### src/rtl/lsu.sv
// Byte-serial load/store unit between the LSB and the 8-bit memctrl port.
// Optional macro LSU_IO_STALL_EN: hold IO-space stores while the IO buffer is full.
module lsu #(
  parameter int         ADDR_W     = 32,
  parameter logic [1:0] IO_BASE_HI = 2'b11
) (
  input  logic              clk_in,
  input  logic              rst_in,
  input  logic              rdy_in,
  input  logic              en_signal_from_lsb,
  input  logic [5:0]        inst_name_from_lsb,
  input  logic [ADDR_W-1:0] mem_addr_from_lsb,
  input  logic [31:0]       store_value_from_lsb,
  input  logic [4:0]        rob_id_from_lsb,
  output logic              busy_to_lsb,
  output logic              valid_to_cdb,
  output logic [31:0]       result_to_cdb,
  output logic [4:0]        rob_id_to_cdb,
  output logic              mem_req_to_memctrl,
  input  logic              mem_grant_from_memctrl,
  output logic [ADDR_W-1:0] mem_addr_to_memctrl,
  output logic              mem_wr_to_memctrl,
  output logic [7:0]        mem_dout_to_memctrl,
  input  logic [7:0]        mem_din_from_memctrl,
  input  logic              io_buffer_full_from_memctrl,
  input  logic              rollback_flag_from_rob
);

  localparam logic [5:0] INST_LB  = 6'd11;
  localparam logic [5:0] INST_LH  = 6'd12;
  localparam logic [5:0] INST_LW  = 6'd13;
  localparam logic [5:0] INST_LBU = 6'd14;
  localparam logic [5:0] INST_LHU = 6'd15;
  localparam logic [5:0] INST_SB  = 6'd16;
  localparam logic [5:0] INST_SH  = 6'd17;
  localparam logic [5:0] INST_SW  = 6'd18;

  typedef enum logic [1:0] {
    S_IDLE,
    S_ACCESS,
    S_DONE
  } state_t;

  state_t state_q, state_d;

  logic [5:0]        name_q;
  logic [ADDR_W-1:0] addr_q;
  logic [31:0]       val_q;
  logic [31:0]       data_q;
  logic [4:0]        rob_q;
  logic [2:0]        size_q;
  logic [2:0]        issue_cnt;
  logic [2:0]        recv_cnt;
  logic              st_q;
  logic              pend_q;

  logic       st_in;
  logic [2:0] size_in;
  logic       accept;
  logic       abort;
  logic       done_hit;
  logic       io_stall;
  logic       issue;
  logic [31:0] val_sh;

  // decode size and direction of the incoming request
  always_comb begin
    st_in   = 1'b0;
    size_in = 3'd4;
    unique case (1'b1)
      (inst_name_from_lsb == INST_SB): begin
        st_in   = 1'b1;
        size_in = 3'd1;
      end
      (inst_name_from_lsb == INST_SH): begin
        st_in   = 1'b1;
        size_in = 3'd2;
      end
      (inst_name_from_lsb == INST_SW): begin
        st_in   = 1'b1;
        size_in = 3'd4;
      end
      (inst_name_from_lsb == INST_LB),
      (inst_name_from_lsb == INST_LBU): size_in = 3'd1;
      (inst_name_from_lsb == INST_LH),
      (inst_name_from_lsb == INST_LHU): size_in = 3'd2;
      default: size_in = 3'd4;
    endcase
  end

`ifdef LSU_IO_STALL_EN
  assign io_stall = st_q
                  && (addr_q[17:16] == IO_BASE_HI)
                  && io_buffer_full_from_memctrl;
`else
  logic unused_io;
  assign unused_io = io_buffer_full_from_memctrl;
  assign io_stall  = 1'b0;
`endif

  // a flushed load never enters; stores are already committed
  assign accept = rdy_in
                && (state_q != S_ACCESS)
                && en_signal_from_lsb
                && !(rollback_flag_from_rob && !st_in);

  assign abort    = rollback_flag_from_rob && !st_q;
  assign done_hit = st_q ? (issue_cnt == size_q)
                         : (recv_cnt == size_q);

  assign busy_to_lsb = (state_q == S_ACCESS);

  assign mem_req_to_memctrl = rdy_in
                            && (state_q == S_ACCESS)
                            && (issue_cnt < size_q)
                            && !io_stall;

  assign issue  = mem_req_to_memctrl && mem_grant_from_memctrl;
  assign val_sh = val_q >> {issue_cnt[1:0], 3'b000};

  assign mem_addr_to_memctrl = mem_req_to_memctrl
                             ? addr_q + ADDR_W'(issue_cnt)
                             : '0;
  assign mem_wr_to_memctrl   = mem_req_to_memctrl && st_q;
  assign mem_dout_to_memctrl = mem_wr_to_memctrl ? val_sh[7:0] : 8'h00;

  // completion pulse and extended load result
  always_comb begin
    valid_to_cdb  = rdy_in && (state_q == S_DONE) && !abort;
    result_to_cdb = 32'h0;
    rob_id_to_cdb = 5'h0;
    if (valid_to_cdb) begin
      rob_id_to_cdb = rob_q;
      unique case (1'b1)
        st_q: result_to_cdb = 32'h0;
        (name_q == INST_LB):
          result_to_cdb = {{24{data_q[7]}}, data_q[7:0]};
        (name_q == INST_LH):
          result_to_cdb = {{16{data_q[15]}}, data_q[15:0]};
        (name_q == INST_LBU):
          result_to_cdb = {24'h0, data_q[7:0]};
        (name_q == INST_LHU):
          result_to_cdb = {16'h0, data_q[15:0]};
        default: result_to_cdb = data_q;
      endcase
    end
  end

  // next-state logic
  always_comb begin
    state_d = state_q;
    unique case (state_q)
      S_IDLE:   if (accept) state_d = S_ACCESS;
      S_ACCESS: begin
        if (abort)         state_d = S_IDLE;
        else if (done_hit) state_d = S_DONE;
      end
      S_DONE:   state_d = accept ? S_ACCESS : S_IDLE;
      default:  state_d = S_IDLE;
    endcase
  end

  // state register
  always_ff @(posedge clk_in) begin
    if (rst_in)      state_q <= S_IDLE;
    else if (rdy_in) state_q <= state_d;
  end

  // request latch, byte counters and load assembly
  always_ff @(posedge clk_in) begin
    if (rst_in) begin
      name_q    <= '0;
      addr_q    <= '0;
      val_q     <= '0;
      rob_q     <= '0;
      size_q    <= '0;
      st_q      <= 1'b0;
      issue_cnt <= '0;
      recv_cnt  <= '0;
      data_q    <= '0;
      pend_q    <= 1'b0;
    end else if (rdy_in) begin
      if (accept) begin
        name_q    <= inst_name_from_lsb;
        addr_q    <= mem_addr_from_lsb;
        val_q     <= store_value_from_lsb;
        rob_q     <= rob_id_from_lsb;
        size_q    <= size_in;
        st_q      <= st_in;
        issue_cnt <= '0;
        recv_cnt  <= '0;
        data_q    <= '0;
        pend_q    <= 1'b0;
      end else if (state_q == S_ACCESS) begin
        if (issue) issue_cnt <= issue_cnt + 3'd1;
        pend_q <= issue && !st_q && !abort;
        if (pend_q && !abort) begin
          data_q[{recv_cnt[1:0], 3'b000} +: 8] <= mem_din_from_memctrl;
          recv_cnt <= recv_cnt + 3'd1;
        end
      end else begin
        pend_q <= 1'b0;
      end
    end
  end

endmodule

### config.mk
export PLATFORM = sky130hd
export DESIGN_NAME = lsu
export DESIGN_NICKNAME = d
export VERILOG_FILES = /design/src/rtl/lsu.sv
export SDC_FILE = /design/constraint.sdc
export NUM_CORES = 1
export LEC_CHECK = 0
export CAP_MARGIN = 20
export CORE_MARGIN = 2
export CORE_UTILIZATION = 45
export CTS_BUF_LIST = sky130_fd_sc_hd__clkbuf_4
export CTS_CLUSTER_SIZE = 12
export DETAILED_ROUTE_END_ITERATION = 12
export HOLD_SLACK_MARGIN = 0.12
export PLACE_DENSITY = 0.78
export SLEW_MARGIN = 20
export SYNTH_ARGS = -nofsm -noshare
export SYNTH_HDL_FRONTEND = slang
export SYNTH_SLANG_ARGS = --single-unit
### constraint.sdc
create_clock -name clk_in -period 1.9 [get_ports clk_in]
set_input_delay 0.285 -clock clk_in [delete_from_list [all_inputs] [get_ports clk_in]]
set_output_delay 0.285 -clock clk_in [all_outputs]
set_load 0.02 [all_outputs]
==> results of run 1 <==
==> worst reg2reg max path: stages (launching register included) <==
cell and delay (ns):
dfxtp_2 0.36, buf_4 0.16, ha_4 0.16, nand3b_1 0.32, buf_4 0.26, or4_4 0.51
a21oi_2 0.14
==> flip-flops by register name (all words and copies together), names as in the netlist <==
register and flops:
issue_cnt 3, pend_q 1, val_q 32, recv_cnt 3, rob_q 5, state_q 2
name_q 6, data_q 32, addr_q 32, size_q 3, st_q 1
==> report_power, final <==
group          total (uW)  switching (uW)  internal (uW)
Clock                2060            1030           1020
Combinational         868             445            423
Sequential           2620            42.7           2570
==> synthesized netlist by cell type (6+ instances only) <==
cell type | number | share of area
and2_1 | 13 | 0.012
nor2_1 | 14 | 0.0079
dfxtp_1 | 120 | 0.36
or4_1 | 11 | 0.012
nand3_1 | 98 | 0.074
a21o_1 | 14 | 0.016
o31ai_1 | 12 | 0.014
a21oi_1 | 136 | 0.10
nand2_1 | 50 | 0.028
or3_1 | 11 | 0.010
nor2b_1 | 10 | 0.0095
ha_1 | 12 | 0.023
xor2_1 | 9 | 0.012
o21a_1 | 19 | 0.022
o211ai_1 | 31 | 0.035
and3_1 | 7 | 0.0066
buf_2 | 25 | 0.019
xnor2_1 | 8 | 0.011
o21ai_0 | 85 | 0.064
inv_1 | 13 | 0.0074
and4_1 | 6 | 0.0079
mux4_2 | 8 | 0.027
nand4_1 | 11 | 0.010
clkbuf_1 | 45 | 0.026
==> what timing repair did <==
item,CTS,global route
hold endpoints to repair,0,1
gates cloned,3,0
setup endpoints to repair,82,85
setup buffers,42,14
gates resized for setup,601,71
hold buffers,0,1
pin swaps,32,26
==> layout by cell type, fill, tap and decap left out, types with 5 or more instances in the layout <==
master	instances
nand3_1	93
nand4_1	11
mux4_2	8
ha_1	6
ha_4	6
buf_4	125
a21o_1	12
o21a_1	7
clkbuf_4	17
a21oi_4	13
o211ai_1	31
o21a_4	11
a21oi_2	7
nor2_4	10
o31ai_2	5
buf_12	17
nand3_4	6
nor2b_4	9
o31ai_1	5
nand2_1	47
clkinvlp_4	5
or4_4	11
buf_6	115
inv_1	9
dfxtp_2	13
and2_4	13
clkdlybuf4s50_1	87
xnor2_1	6
dfxtp_1	105
o21ai_0	83
or3_4	9
a21oi_1	117
==> logic make-up after synthesis <==
group                    synth area share
AO/OA/AOI/OAI                       0.271
AND/OR/NAND/NOR                     0.227
flip-flops                          0.363
buffers and inverters              0.0558
XOR/XNOR                           0.0225
multiplexers                       0.0350
adder cells (fa/ha/maj)            0.0257
==> final cells by class <==
type	instances	area (um^2)
flip-flops and latches	120	2430
clock inverters	15	184
multi-input cells	621	4830
clock buffers	17	128
well taps	184	230
inverters	15	67.6
repair buffers	350	3520
fillers	881	3040
==> worst paths after layout <==
| path | to | slack, ns | startpoint |
|---|---|---|---|
| hold / removal | addr_q[10] | 0.31 | mem_addr_from_lsb[10] |
| setup reg to reg | issue_cnt[2] | -0.07 | issue_cnt[2] |
| setup / recovery | mem_addr_to_memctrl[18] | -0.90 | issue_cnt[0] |
| hold reg to reg | data_q[31] | 0.48 | data_q[31] |
==> metrics by stage <==
| step | cell area (um^2) | std cells | TNS [ns] | total power (uW) | util |
|---|---|---|---|---|---|
| finish | 11400 | 1322 | -49.77 | 5540 | 0.789 |
| global route | 11400 | 1322 | -57.10 | 5730 | 0.789 |
| global placement | 9740 | 1236 | -60.96 | 3420 | 0.675 |
| floorplan | 7060 | 827 | -2.85 | 3000 | - |
| CTS | 11000 | 1311 | -48.90 | 5470 | 0.763 |
| detailed placement | 9740 | 1236 | -70.82 | 3430 | 0.675 |
==> per-layer routing <==
| layer | share of wire | wire (um) |
|---|---|---|
| met5 | 0 | 0 |
| met4 | 0.049 | 1270 |
| met1 | 0.38 | 10100 |
| met3 | 0.077 | 2010 |
| met2 | 0.49 | 12800 |
==> reports/qor.txt, run 1 <==
status: complete, but fails checks
failing checks: negative setup slack
FMAX: 357 MHz
Die Span Y: 125 um
First DRT Iteration DRCs: 803
Cell Pwr Density: 486 nW/um^2
R2R cell count: 6
Syn. warnings: 0
TritonCTS clock tree: yes
Critical Path Fanout Max: 6
root buffer cell: clkbuf_4
met3 Use GR: 0.0680
Seq/Total Area, Yosys: 0.363
Slew HR: 0.708
IO Count: 171
Peak VDD IR: 0.467 mV
endpoints failing setup: 81
Final Worst Setup Slack: -0.904 ns
Die X-Extent: 125 um
EDFF count, synth: 0
ys async rst share: 0
crit start category: flip-flop
die area: 15700 um^2
Layout area overhead: 72.1%
initial core utilization: 0.459
Crit path required time: 1.62 ns
clock sink total: 120
gp weighted congestion: 0.855
Pleak: 0.00422 uW
top_reg_cell synth: dfxtp_1
FF+latch count, synth: 120
row count: 44
final critical-path share of the clock period: 1.48
Worst Path Arrival: 2.52 ns
max cap viols: 0
via count: 8147
wire per inst: 19.8 um
Hold Fails Final Rpt: 0
met2 Usage GRT: 0.509
core area: 14400 um^2
Final Net Count: 1228
number of global-route vias before repair: 7746
crit path capture type: output pin
Most Crowded Layer GR: met2
Fin Hold WS: 0.306 ns
drt pass-1 iters: 6
Syn Nets: 930
via/cell ratio: 6.16
GRT Total Usage: 0.307
CTS buffer count: 17
crit-path max cell delay: 0.47 ns
total wire length: 26100 um
worst hold-check path type: in -> reg
Avg Inst Size Synth: 8.00 um^2
max-slew violation count: 0
critical path cell sequence: ha_4 -> fa_2 -> a21oi_2 -> or4_4 -> or3_4 -> a21oi_4 -> buf_6
port bufs: 169
Netlist Area Pre-Place: 6620 um^2
H-tree Lvls: 4
clk_skew: 0.0232 ns
clock latency on the worst-skew pair: 0.54 ns
actual slew at the worst max-slew pin: 0.435 ns
Period minus WS final: 2.80 ns
Clock Tree Buf Depth: 2
Mapped Cells: 827
placement-stage worst setup slack: -0.837 ns
critical path class: reg -> out
fraction of layout cells with a size suffix above 1: 0.411
Congestion Overflow GR: 0
met1 usage: 0.387
# DRC: 0
Worst Hold Path Cells: 3
Distinct cells, synth: 59
Clock transition at path regs: 0.13 ns
WP buf/inv: 1
Crit path depth: 7
Top delay family on crit path: simple AND/OR/NAND/NOR gates
largest net degree at the start of global routing: 56
Final ANT Viol Nets: 0
RSZ-0062 raised after global routing: true
first-pass GRT wire length: 39400 um
critical path's slowest cell: or4_4
initial antenna violation count: 0
diode count: 0
hpwl dp: 14600 um
(Power assumes the default switching activity.)
==> run 2, diff against run 1 <==
--- a/config.mk
+++ b/config.mk
@@ -6,7 +6,6 @@
 export NUM_CORES = 1
 export LEC_CHECK = 0
 export CAP_MARGIN = 20
-export CORE_MARGIN = 2
 export CORE_UTILIZATION = 45
 export CTS_BUF_LIST = sky130_fd_sc_hd__clkbuf_4
 export CTS_CLUSTER_SIZE = 12
==> run 2 against run 1 <==
  * The run still ends with negative setup slack left
  * Non-clock buffer count fell by 14
  * Clock power fell by 21%
  * First-iteration DRC count rose by 2.0%
  * Cell area fell by 2.3%
  * Combinational power barely moved
  * Core utilization barely moved
  * Cell count fell by 1.5%
  * Clock skew fell by 0.0092 ns
  * Critical path depth did not move
  * Sequential share of layout area rose by 0.45 points
  * Register-to-register slack improved by 0.07 ns
  * Wire length fell by 0.99%
  * Largest power group unchanged
==> reports/qor.txt, run 2 (synthesized netlist as in run 1, its figures left out) <==
status: complete, but fails checks (unchanged)
failing checks: negative setup slack (unchanged)
H-tree Lvls: 4 (unchanged)
max-slew violation count: 0 (unchanged)
Top delay family on crit path: simple AND/OR/NAND/NOR gates (unchanged)
first-pass GRT wire length: 37300 um (was 39400 um)
commonest non-fill, non-tap cells in the layout: a21oi_1 (116), buf_4 (116), buf_6 (113) (was buf_4 (125), a21oi_1 (117), buf_6 (115))
placed cells: 1227 (was 1236)
Worst Path Arrival: 2.54 ns (was 2.52 ns)
Final Worst Setup Slack: -0.926 ns (was -0.904 ns)
number of global-route vias before repair: 7394 (was 7746)
Hold Fails Final Rpt: 0 (unchanged)
diode count: 0 (unchanged)
clock latency on the worst-skew pair: 0.55 ns (was 0.54 ns)
Cell Pwr Density: 459 nW/um^2 (was 486 nW/um^2)
First DRT Iteration DRCs: 819 (was 803)
critical path's slowest cell: or4_4 (unchanged)
cts hold-fix bufs: 0 (unchanged)
crit start category: flip-flop (unchanged)
core area: 14100 um^2 (was 14400 um^2)
Pwr Total: 5110 uW (was 5540 uW)
Final Net Count: 1213 (was 1228)
GRT Total Usage: 0.316 (was 0.307)
die area: 15200 um^2 (was 15700 um^2)
CTS buffer count: 17 (unchanged)
total wire length: 25900 um (was 26100 um)
DR WL met2: 12800 um (about the same)
final critical-path share of the clock period: 1.49 (was 1.48)
Final ANT Viol Nets: 0 (unchanged)
crit-path max cell delay: 0.53 ns (was 0.47 ns)
Pleak: 0.00412 uW (was 0.00422 uW)
clk_skew: 0.0140 ns (was 0.0232 ns)
worst hold-check path type: in -> reg (unchanged)
critical path class: reg -> out (unchanged)
largest net degree at the start of global routing: 80 (was 56)
port bufs: 169 (unchanged)
root buffer cell: clkbuf_4 (unchanged)
Congestion Overflow GR: 0 (unchanged)
via/cell ratio: 6.13 (was 6.16)
WP buf/inv: 1 (unchanged)
Layout area overhead: 68.2% (was 72.1%)
wire per inst: 19.9 um (was 19.8 um)
Peak VDD IR: 0.495 mV (was 0.467 mV)
met3 wire len: 2000 um (was 2010 um)
top flop regs: addr_q (32), data_q (32), val_q (32) (unchanged)
endpoints failing setup: 80 (was 81)
Fin Setup TNS: -51.82 ns (was -49.77 ns)
Period minus WS final: 2.83 ns (was 2.80 ns)
critical path cell sequence: ha_4 -> fa_2 -> a21o_1 -> nand3_4 -> or4_4 -> a21oi_4 -> buf_6 (was ha_4 -> fa_2 -> a21oi_2 -> or4_4 -> or3_4 -> a21oi_4 -> buf_6)
clock sink total: 120 (unchanged)
Slew HR: 0.678 (was 0.708)
RSZ-0062 raised after global routing: true (unchanged)
TritonCTS clock tree: yes (unchanged)
FMAX: 354 MHz (was 357 MHz)
Design Area, Final: 11100 um^2 (was 11400 um^2)
IO Count: 171 (unchanged)
met1 wire length: 10200 um (was 10100 um)
gp weighted congestion: 0.846 (was 0.855)
Clock Tree Buf Depth: 2 (unchanged)
Die Span Y: 123 um (was 125 um)
initial antenna violation count: 0 (unchanged)
via count: 7983 (was 8147)
Cell Area, Placed: 9740 um^2 (about the same)
top routing layer in use: met4 (unchanged)
Die X-Extent: 123 um (was 125 um)
fraction of layout cells with a size suffix above 1: 0.395 (was 0.411)
Critical Path Fanout Max: 8 (was 6)
hpwl dp: 14900 um (was 14600 um)
Non-Filler Instances: 1302 (was 1322)
Clock transition at path regs: 0.11 ns (was 0.13 ns)
max cap viols: 0 (unchanged)
actual slew at the worst max-slew pin: 0.478 ns (was 0.435 ns)
Crit path required time: 1.62 ns (about the same)
crit path capture type: output pin (unchanged)
drt pass-1 iters: 8 (was 6)
# DRC: 0 (unchanged)
initial core utilization: 0.469 (was 0.459)
FILL cells: 901 (was 881)
row count: 43 (was 44)
Fin Hold WS: 0.197 ns (was 0.306 ns)
## run 2: cell type report
type,instances,area [um^2],area share
tap,180,225,0.0202
multi-input combinational,620,4770,0.429
clock buffer,20,150,0.0135
clock inverter,11,83.8,0.00753
inverter,15,75.1,0.00675
timing repair buffer,336,3400,0.306
sequential,120,2420,0.218
## run 2: final timing paths
kind	from	endpoint	slack, ns	depth (start not counted)
hold / removal	rst_in	size_q[1]	0.20	2
setup / recovery	issue_cnt[0]	mem_addr_to_memctrl[30]	-0.93	7
hold reg to reg	rob_q[4]	rob_q[4]	0.48	2
setup reg to reg	issue_cnt[1]	issue_cnt[2]	0	6
## run 2: timing repair
action / 4_1_cts / 5_1_grt
setup endpoints to repair: 82 / 82
pin swaps: 39 / 25
cloned: 3 / 0
setup buffers: 30 / 18
resized for setup: 564 / 80
## run 2: power by group
part,switching [uW],leakage [uW],internal [uW],total [uW]
Sequential,39.6,0.000978,2570,2610
Clock,972,0.000127,660,1630
Combinational,445,0.00302,424,869
## run 2: metal layers
metal / global-route usage / vias up
met5: 0 / -
met4: 0.109 / 0
met3: 0.0627 / 73
met2: 0.514 / 449
met1: 0.417 / 3832
li1: - / 3629
## run 2: worst reg2reg max path: stages (launching register included)
cell and delay (ns):
dfxtp_4 0.39, ha_4 0.26, nor2b_4 0.14, o21a_4 0.22, buf_4 0.15, or4_4 0.52, a21oi_2 0.15
## run 2: stage by stage
step / setup WS [ns] / utilization
2_1_floorplan: -0.205 / -
3_3_place_gp: -0.755 / 0.691
3_5_place_dp: -0.853 / 0.691
4_1_cts: -0.885 / 0.760
5_1_grt: -0.990 / 0.789
6_report: -0.926 / 0.789
==> run 3, diff against run 2 <==
--- a/config.mk
+++ b/config.mk
@@ -11,7 +11,7 @@
 export CTS_CLUSTER_SIZE = 12
 export DETAILED_ROUTE_END_ITERATION = 12
 export HOLD_SLACK_MARGIN = 0.12
-export PLACE_DENSITY = 0.78
+export PLACE_DENSITY = 0.75
 export SLEW_MARGIN = 20
 export SYNTH_ARGS = -nofsm -noshare
 export SYNTH_HDL_FRONTEND = slang
==> constraint.sdc (replaced) <==
create_clock -name clk_in -period 2.9 [get_ports clk_in]
set_input_delay 0.435 -clock clk_in [delete_from_list [all_inputs] [get_ports clk_in]]
set_output_delay 0.435 -clock clk_in [all_outputs]
set_load 0.02 [all_outputs]
==> run 3 against run 2 <==
  * The flow still finishes with violations (negative setup slack)
  * Non-clock buffer count decreased by 101
  * Sequential cell count unchanged
  * Power decreased by 33%
  * Via count decreased by 12%
  * First-iteration DRC count decreased by 27%
  * Critical path type unchanged
  * Register-to-register slack improved by 0.82 ns
  * Critical path depth unchanged
  * Wire length decreased by 22%
  * Cell area decreased by 17%
  * Sequential share of layout area increased by 4.4 points
  * Worst setup slack improved by 0.84 ns
==> reports/qor.txt, run 3 (synthesized netlist as in run 1, its figures left out) <==
status: complete, but fails checks (unchanged)
failing checks: negative setup slack (unchanged)
First DRT Iteration DRCs: 601 (was 819)
Die Span Y: 123 um (unchanged)
critical path cell sequence: ha_4 -> fa_2 -> a21oi_2 -> or4_4 -> or3_4 -> a21oi_2 -> buf_4 (was ha_4 -> fa_2 -> a21o_1 -> nand3_4 -> or4_4 -> a21oi_4 -> buf_6)
crit-path max cell delay: 0.46 ns (was 0.53 ns)
root buffer cell: clkbuf_4 (unchanged)
Worst Path Arrival: 2.55 ns (was 2.54 ns)
Layout area overhead: 39.7% (was 68.2%)
port bufs: 169 (unchanged)
Clock Tree Buf Depth: 2 (unchanged)
Pleak: 0.00346 uW (was 0.00412 uW)
Non-Filler Instances: 1201 (was 1302)
Clock transition at path regs: 0.11 ns (about the same)
placed cells: 1153 (was 1227)
crit path capture type: output pin (unchanged)
# DRC: 0 (unchanged)
endpoints failing setup: 7 (was 80)
largest net degree at the start of global routing: 65 (was 80)
commonest non-fill, non-tap cell in the layout: a21oi_1
crit-path most repeated cell: a21oi_2
TritonCTS clock tree: yes (unchanged)
Cell Pwr Density: 368 nW/um^2 (was 459 nW/um^2)
first-pass GRT wire length: 31600 um (was 37300 um)
row count: 43 (unchanged)
Reg-to-Reg End: data_q[29] (was issue_cnt[2])
critical path class: reg -> out (unchanged)
Die X-Extent: 123 um (unchanged)
max cap viols: 0 (unchanged)
R2R cell count: 6 (unchanged)
crit start category: flip-flop (unchanged)
clk_skew: 0.0210 ns (was 0.0140 ns)
RSZ-0062 raised after global routing: true (unchanged)
core area: 14100 um^2 (unchanged)
cts hold-fix bufs: 0 (unchanged)
diode count: 0 (unchanged)
number of global-route vias before repair: 6237 (was 7394)
Final Net Count: 1111 (was 1213)
Congestion Overflow GR: 0 (unchanged)
Reg power frac: 0.504 (was 0.511)
critical path's slowest cell: or4_4 (unchanged)
commonest non-fill, non-tap cells in the layout: a21oi_1 (123), dfxtp_1 (112), nand3_1 (96) (was a21oi_1 (116), buf_4 (116), buf_6 (113))
H-tree Lvls: 4 (unchanged)
fraction of layout cells with a size suffix above 1: 0.211 (was 0.395)
clock network fraction of design power: 0.368 (was 0.319)
Reg-to-Reg Start: recv_cnt[0] (was issue_cnt[1])
IO Count: 171 (unchanged)
internal power: 2510 uW (was 3660 uW)
Final Worst Setup Slack: -0.0848 ns (was -0.926 ns)
initial antenna violation count: 1 (was 0)
Final ANT Viol Nets: 0 (unchanged)
final critical-path share of the clock period: 1.03
die area: 15200 um^2 (unchanged)
worst hold-check path type: in -> reg (unchanged)
Top delay family on crit path: simple AND/OR/NAND/NOR gates (unchanged)
Peak VDD IR: 0.286 mV (was 0.495 mV)
max-slew violation count: 0 (unchanged)
Fin Hold WS: 0.428 ns (was 0.197 ns)
total wire length: 20200 um (was 25900 um)
Worst Hold Path Cells: 3 (was 2)
FMAX: 335 MHz
drt pass-1 iters: 5 (was 8)
clock sink total: 120 (unchanged)
hpwl dp: 13100 um (was 14900 um)
FF-to-FF setup slack: 0.82 ns (was 0 ns)
combinational share of power: 0.128 (was 0.170)
Hold Fails Final Rpt: 0 (unchanged)
Hold Path Sink: addr_q[18] (was size_q[1])
actual slew at the worst max-slew pin: 0.706 ns (was 0.478 ns)
sw frac: 0.262 (was 0.285)
gp weighted congestion: 0.836 (was 0.846)
via/cell ratio: 5.85 (was 6.13)
min-delay src: mem_addr_from_lsb[18] (was rst_in)
Crit path required time: 2.47 ns (was 1.62 ns)
Slew HR: 0.529 (was 0.678)
Critical Path Fanout Max: 6 (was 8)
CTS buffer count: 17 (unchanged)
Period minus WS final: 2.98 ns
Sw Pwr: 893 uW (was 1460 uW)
top flop regs: addr_q (32), data_q (32), val_q (32) (unchanged)
GRT Total Usage: 0.265 (was 0.316)
wire per inst: 16.8 um (was 19.9 um)
WP buf/inv: 1 (unchanged)
clock latency on the worst-skew pair: 0.56 ns (was 0.55 ns)
initial core utilization: 0.469 (unchanged)
via count: 7023 (was 7983)
run 3: area by class of cell:
class	count	area, um^2
Sequential cell	120	2420
Multi-Input combinational cell	619	4140
Fill cell	1252	4850
Clock inverter	11	130
Inverter	15	56.3
Tap cell	180	225
Clock buffer	21	158
Timing Repair Buffer	235	2120
run 3: tightest hold or removal path, cell delays in order:
cell and delay [ns]:
clkdlybuf4s50_1 0.39, nand3_1 0.06, a21oi_1 0.05
run 3: layer usage:
layer  vias to the layer above  track usage  part of all wire  wire length, um
li1                       3423            -                 -                -
met1                      3275        0.368              0.44             8910
met2                       279        0.400              0.47             9460
met3                        44       0.0637             0.067             1350
met4                         2       0.0881             0.021              419
met5                         -            0           0.00064               13
run 3: power groups by stage:
stage                     Clock [uW]  Sequential, uW  Combinational, uW
after global placement             0            1750                418
after global routing            1360            1720                470
after CTS                       1280            1720                423
after detailed placement           0            1750                419
final                           1250            1720                434
after floorplan                    0            1750                205
run 3: how the worst max path moves through the flow:
stage               cells past startpoint  slack [ns]                      end          from
finish                                  7       -0.08  mem_addr_to_memctrl[14]  issue_cnt[0]
global route                            7       -0.18  mem_addr_to_memctrl[14]  issue_cnt[0]
CTS                                     7       -0.10  mem_addr_to_memctrl[21]  issue_cnt[1]
detailed placement                      7       -0.16        result_to_cdb[10]        rdy_in
global placement                        7       -0.16        result_to_cdb[10]        rdy_in
floorplan                               8        0.45  mem_addr_to_memctrl[17]     size_q[1]
run 3: repair_timing:
action,4_1_cts,5_1_grt
endpoints found under the setup margin,79,44
resized for setup,183,93
cloned,0,1
pin swaps,13,11
endpoints found under the hold margin,0,0
buffers inserted,5,11
run 3: stage by stage:
step | worst slack (ns) | total power [uW] | TNS (ns) | util | cell area, um^2
6_report | -0.0848 | 3400 | -0.337 | 0.656 | 9240
4_1_cts | -0.102 | 3420 | -0.176 | 0.639 | 9010
3_5_place_dp | -0.157 | 2170 | -5.83 | 0.616 | 8690
5_1_grt | -0.183 | 3550 | -1.37 | 0.656 | 9240
2_1_floorplan | 0.447 | 1950 | 0 | - | 6620
3_3_place_gp | -0.159 | 2170 | -6.11 | 0.616 | 8690
